[src/rtl/pulse_clkdiv_prog.sv]
// rtl/pulse_clkdiv_prog.sv - programmable divider producing a divided clock and a tick strobe
//
// Ports:
//   clk      system clock, all registers update on its rising edge
//   rst      synchronous active-high reset
//   en       count enable; low freezes counter, state, clkout and div_cur
//   oneshot  0 = back-to-back periods, 1 = one period per start
//   start    launches a period from IDLE in one-shot mode
//   div_in   divisor to load
//   div_load strobe capturing div_in as the pending divisor
//   clkout   registered divided clock, high for ceil(N/2) cycles of each period
//   tick     one-cycle strobe on each clkout rising edge
//   busy     high while a period is running
//   div_cur  active divisor as loaded (before clamping)

module pulse_clkdiv_prog #(
   parameter int WIDTH       = 8,
   parameter int DEFAULT_DIV = 2
) (
   input  logic             clk,
   input  logic             rst,
   input  logic             en,
   input  logic             oneshot,
   input  logic             start,
   input  logic [WIDTH-1:0] div_in,
   input  logic             div_load,
   output logic             clkout,
   output logic             tick,
   output logic             busy,
   output logic [WIDTH-1:0] div_cur
);

   localparam logic [WIDTH-1:0] DEF_DIV = WIDTH'(DEFAULT_DIV);
   localparam logic [WIDTH-1:0] MIN_DIV = WIDTH'(2);

   typedef enum logic {IDLE, RUN} state_t;

   state_t           state;
   logic [WIDTH-1:0] cnt;
   logic [WIDTH-1:0] pend;
   logic             pend_vld;

   logic [WIDTH-1:0] n;
   logic [WIDTH-1:0] h;
   logic [WIDTH-1:0] n_m1;
   logic [WIDTH-1:0] cnt_nx;
   logic             wrap;
   logic             launch;

   // Divisors 0 and 1 run as 2 so n-1 never underflows.
   assign n      = (div_cur < MIN_DIV) ? MIN_DIV : div_cur;
   // ceil(n/2) written without n+1 so n = 2**WIDTH-1 cannot overflow.
   assign h      = (n >> 1) + {{(WIDTH-1){1'b0}}, n[0]};
   assign n_m1   = n - 1'b1;
   assign cnt_nx = cnt + 1'b1;
   assign wrap   = (cnt == n_m1);

   assign launch = en && (((state == IDLE) && (!oneshot || start)) ||
                          ((state == RUN) && wrap && !oneshot));

   always_ff @(posedge clk) begin
      if (rst) begin
         state    <= IDLE;
         cnt      <= '0;
         clkout   <= 1'b0;
         tick     <= 1'b0;
         busy     <= 1'b0;
         div_cur  <= DEF_DIV;
         pend     <= '0;
         pend_vld <= 1'b0;
      end else begin
         tick <= 1'b0;
         if (launch) begin
            state  <= RUN;
            cnt    <= '0;
            clkout <= 1'b1;
            tick   <= 1'b1;
            busy   <= 1'b1;
            if (pend_vld) begin
               div_cur  <= pend;
               pend_vld <= 1'b0;
            end
         end else if (en) begin
            if (state == IDLE) begin
               clkout <= 1'b0;
            end else if (wrap) begin
               // one-shot wrap; continuous wraps are launches
               state  <= IDLE;
               cnt    <= '0;
               clkout <= 1'b0;
               busy   <= 1'b0;
            end else begin
               cnt    <= cnt_nx;
               clkout <= (cnt_nx < h);
            end
         end
         // Placed after the launch so a load on a launch edge survives as
         // pending for the following launch.
         if (div_load) begin
            pend     <= div_in;
            pend_vld <= 1'b1;
         end
      end
   end

endmodule

[config.mk]
export PLATFORM = sky130hd
export DESIGN_NAME = pulse_clkdiv_prog
export DESIGN_NICKNAME = d
export VERILOG_FILES = /design/src/rtl/pulse_clkdiv_prog.sv
export SDC_FILE = /design/constraint.sdc
export NUM_CORES = 1
export LEC_CHECK = 0
export CAP_MARGIN = 25
export CELL_PAD_IN_SITES_DETAIL_PLACEMENT = 0
export CELL_PAD_IN_SITES_GLOBAL_PLACEMENT = 1
export CORE_MARGIN = 1.5
export CORE_UTILIZATION = 39
export CTS_BUF_LIST = sky130_fd_sc_hd__clkbuf_4 sky130_fd_sc_hd__clkbuf_8
export DETAILED_ROUTE_END_ITERATION = 6
export PLACE_DENSITY_LB_ADDON = 0.1
export SYNTH_ARGS = -nofsm -noshare
export SYNTH_HDL_FRONTEND = slang
export SYNTH_SLANG_ARGS = --single-unit
[constraint.sdc]
create_clock -name clk -period 3.3 [get_ports clk]
set_input_delay 0.33 -clock clk [delete_from_list [all_inputs] [get_ports clk]]
set_output_delay 0.33 -clock clk [all_outputs]
set_load 0.1 [all_outputs]
==> reports/results.ini <==
[outcome]
outcome=finished, violations left
violations=setup timing

[detailed_routing]
wirelength_microns=4469
drt-pass1-iter-count=4
drt_iter0_drc=74
drc=0
num_vias=1652
routedWlPerCell_microns=13.50
postRouteAntennaNets=0
vias_per_cell=4.991

[finish]
n_antenna_cell=0
design_area_sq_mm=0.002531
fillers=456
final_util_pct=52.89
area_growth_pct=28.28
drive_gt1_share_pct=22.73
final_nets=288

[placement]
io_buffers=24
pre_cts_ws_ns=-0.05042
dp_hpwl_microns=3369
place.gp.congestion=0.7435
placed_area_sq_mm=0.002335

[power]
power_density_mw_per_mm2=331.3
p_comb_share_pct=22.5
power.share.sequential_pct=44.2
power_mw=0.8386
p_leak_nw=1.027
switching_power_mw=0.2575
irDropWorstVdd_mv=0.2619
swShare_pct=30.71
p_clk_share_pct=33.3
intPower_mw=0.5811

[logic_synthesis]
synthesis.nets=256
ys_seq_area_share_pct=29.42
yosys-top-cells-area=dfxtp_1 29%, mux2i_1 9.1%, ha_1 7.0%, nand2_1 5.1%, xor2_1 4.9%
synth-seq-cells=29
synth_top_area_share_pct=29.42
netlist_instances=231
syn_area_per_cell_sq_um=8.542
yosys_warnings=0
syn_area_sq_mm=0.001973
synthFlopType=dfxtp_1
ys_async_sr_fraction_pct=0
yosysUniqueCellTypes=51
synth_edf_count=0
synth_top_area_cell=dfxtp_1

[timing]
setup_viol=13
fmax_ghz=0.2952
setup_ws_ns=-0.08798
worst_pin_slew_ns=0.9696
finalCritPeriodShare_pct=102.7
grt_setup_unrepaired=yes
drv_slew=0
period_minus_slack_ns=3.388
slew_headroom_pct=35.15
whs_ns=0.4448
hold_viol=0
finClkSkew_ns=0.004423

[critical_path]
crit_type=register to register
reg2reg_to=clkout$_SDFFE_PP0P_
reg2reg_depth=13
cp.buffers_inverters=0
required_ns=3.50
worstSetupEndpointType=register
crit_family=simple AND/OR/NAND/NOR gates
timing.rr.start=div_cur[3]$_SDFFE_PP0P_
slowest_delay_ns=0.50
slowest_stage=or4_4
cp_max_fo=3
arrival_ns=3.58
worstPathCellList=or4_4 > or4_4 > or2b_1 > ha_1 > and3_4 > nand3_1 > xor2_1 > ha_1 > a21o_1 > a21o_1 > a2111oi_4 > nand3_2 > a31oi_1
rrSetupSlack_ns=-0.09
critPathLaunchType=register

[clock_tree]
h-tree-depth=2
cts-root-buf=clkbuf_8
clk_path_buf_depth=2
cts_hold_buf=0
cts.sinks=29
tritoncts=built
worst_skew_pair.late_latency_ns=0.28
path_clk_slew_ns=0.06
numCtsBuffers=5

[global_route]
grt-ovfl-total=0
grt_pass1_vias=1512
antenna_found_initial=0
track_usage_pct=17.40
grt_max_degree=17
grt_pass1_wl_microns=7265

[worst_hold_path]
holdPathStages=2
min_from=pend[3]$_SDFFE_PP0P_
holdCritPathClass=register to register
hold_path_end=div_cur[3]$_SDFFE_PP0P_

[die]
std_cell_rows=25
die_h_microns=74.13
start_util_pct=41.23
io_pins=25
dieWidth_microns=74.13
fp.dieArea_sq_mm=0.005495
core_area_sq_mm=0.004786

[flow_run]
cap_violations=0

-- synthesized netlist by cell type (2+ instances only) --
master / count
o211ai_1: 3
and3_1: 2
or4_4: 2
buf_4: 2
or4_1: 2
and2_1: 2
buf_2: 3
nor2b_1: 2
nand2b_1: 2
dfxtp_1: 29
ha_1: 11
nand2_1: 27
buf_6: 2
xor2_1: 11
nor4_1: 2
a21oi_1: 9
a2111oi_0: 2
clkbuf_1: 9
xnor2_1: 8
inv_1: 10
nor2_1: 23
mux2i_1: 18
nand3_1: 17
a21o_1: 2
o21ai_0: 5
-- cell families after synthesis --
group | count (synthesis) | share of synthesized area, %
AND/OR/NAND/NOR | 93 | 26.00
buffers and inverters | 26 | 6.277
adder cells (fa/ha/maj) | 11 | 6.975
multiplexers | 18 | 9.131
flip-flops | 29 | 29.42
AO/OA/AOI/OAI | 35 | 13.76
XOR/XNOR | 19 | 8.434
-- what timing repair did --
action / CTS / global route
setup buffers: 2 / 3
gates resized for setup: 3 / 14
setup endpoints to repair: 19 / 20
hold endpoints to repair: 0 / 0
pin swaps: 0 / 7
-- registers in the layout, summed over array words and instances, names as in the netlist --
register / count
state: 1
tick: 1
busy: 1
pend: 8
div_cur: 8
pend_vld: 1
clkout: 1
cnt: 8
-- cell type report --
cell class | instances | area (sq um) | area share [%]
Multi-Input combinational cell | 176 | 1370 | 54.13
Clock buffer | 5 | 68.82 | 2.719
Sequential cell | 29 | 590.6 | 23.33
Timing Repair Buffer | 41 | 367.9 | 14.53
Inverter | 10 | 37.54 | 1.483
Tap cell | 67 | 83.83 | 3.312
Clock inverter | 3 | 12.51 | 0.4943
-- how the worst max path moves through the flow --
| stage | cells after the start | slack (ns) | startpoint | end |
|---|---|---|---|---|
| floorplan | 14 | -0.31 | div_cur[3]$_SDFFE_PP0P_ | clkout$_SDFFE_PP0P_ |
| global placement | 13 | 0.006 | div_cur[3]$_SDFFE_PP0P_ | clkout$_SDFFE_PP0P_ |
| detailed placement | 13 | -0.05 | div_cur[3]$_SDFFE_PP0P_ | clkout$_SDFFE_PP0P_ |
| CTS | 13 | -0.08 | div_cur[3]$_SDFFE_PP0P_ | clkout$_SDFFE_PP0P_ |
| global route | 13 | -0.25 | div_cur[1]$_SDFFE_PP1P_ | clkout$_SDFFE_PP0P_ |
| finish | 13 | -0.09 | div_cur[3]$_SDFFE_PP0P_ | clkout$_SDFFE_PP0P_ |
-- metrics by stage --
stage	setup TNS [ns]	std cells
after CTS	-0.2874	328
after floorplan	-3.214	231
after global routing	-2.736	331
after global placement	0	318
after detailed placement	-0.1623	318
final	-0.4037	331
-- worst reg2reg max path, delay by kind of cell (launching register included) --
kind / cells / cell delay [ns]
DFF: 1 / 0.34
and+or+nand+nor: 6 / 1.52
AOI/OAI and AO/OA: 4 / 0.85
xor gates and xnor gates: 1 / 0.15
adders and majority gates: 2 / 0.46
-- power groups by stage --
stage,clock network [mW],logic (mW),registers (mW)
2_1_floorplan,0,0.0864,0.414
3_3_place_gp,0,0.171,0.379
3_5_place_dp,0,0.172,0.379
4_1_cts,0.287,0.180,0.371
5_1_grt,0.303,0.202,0.372
6_report,0.279,0.189,0.371
-- per-layer routing --
metal,GRT usage [%],wire length [microns],share of wire [%]
met2,25.89,2033,45
met5,0,0,0
met1,25.29,2251,50
met4,5.556,45,1.0
met3,3.252,138,3.1
-- placed cells by master (no fill, tap or decap), drive strengths merged, types with 2 or more instances in the layout --
| cell | count |
|---|---|
| nor2b | 2 |
| clkinv | 3 |
| a211oi | 2 |
| o21ai | 6 |
| inv | 10 |
| buf | 20 |
| nand3 | 18 |
| a21o | 2 |
| xor2 | 11 |
| clkdlybuf4s50 | 21 |
| and2 | 2 |
| nor3b | 2 |
| and3 | 2 |
| nand2 | 28 |
| nor4 | 4 |
| o211ai | 3 |
| a2111oi | 3 |
| dfxtp | 29 |
| a21oi | 9 |
| nand2b | 2 |
| or4 | 4 |
| nor2 | 24 |
| o21a | 2 |
| clkbuf | 5 |
| ha | 11 |
| xnor2 | 8 |
| mux2i | 18 |
Note: power is estimated with default switching activity, not from simulation.
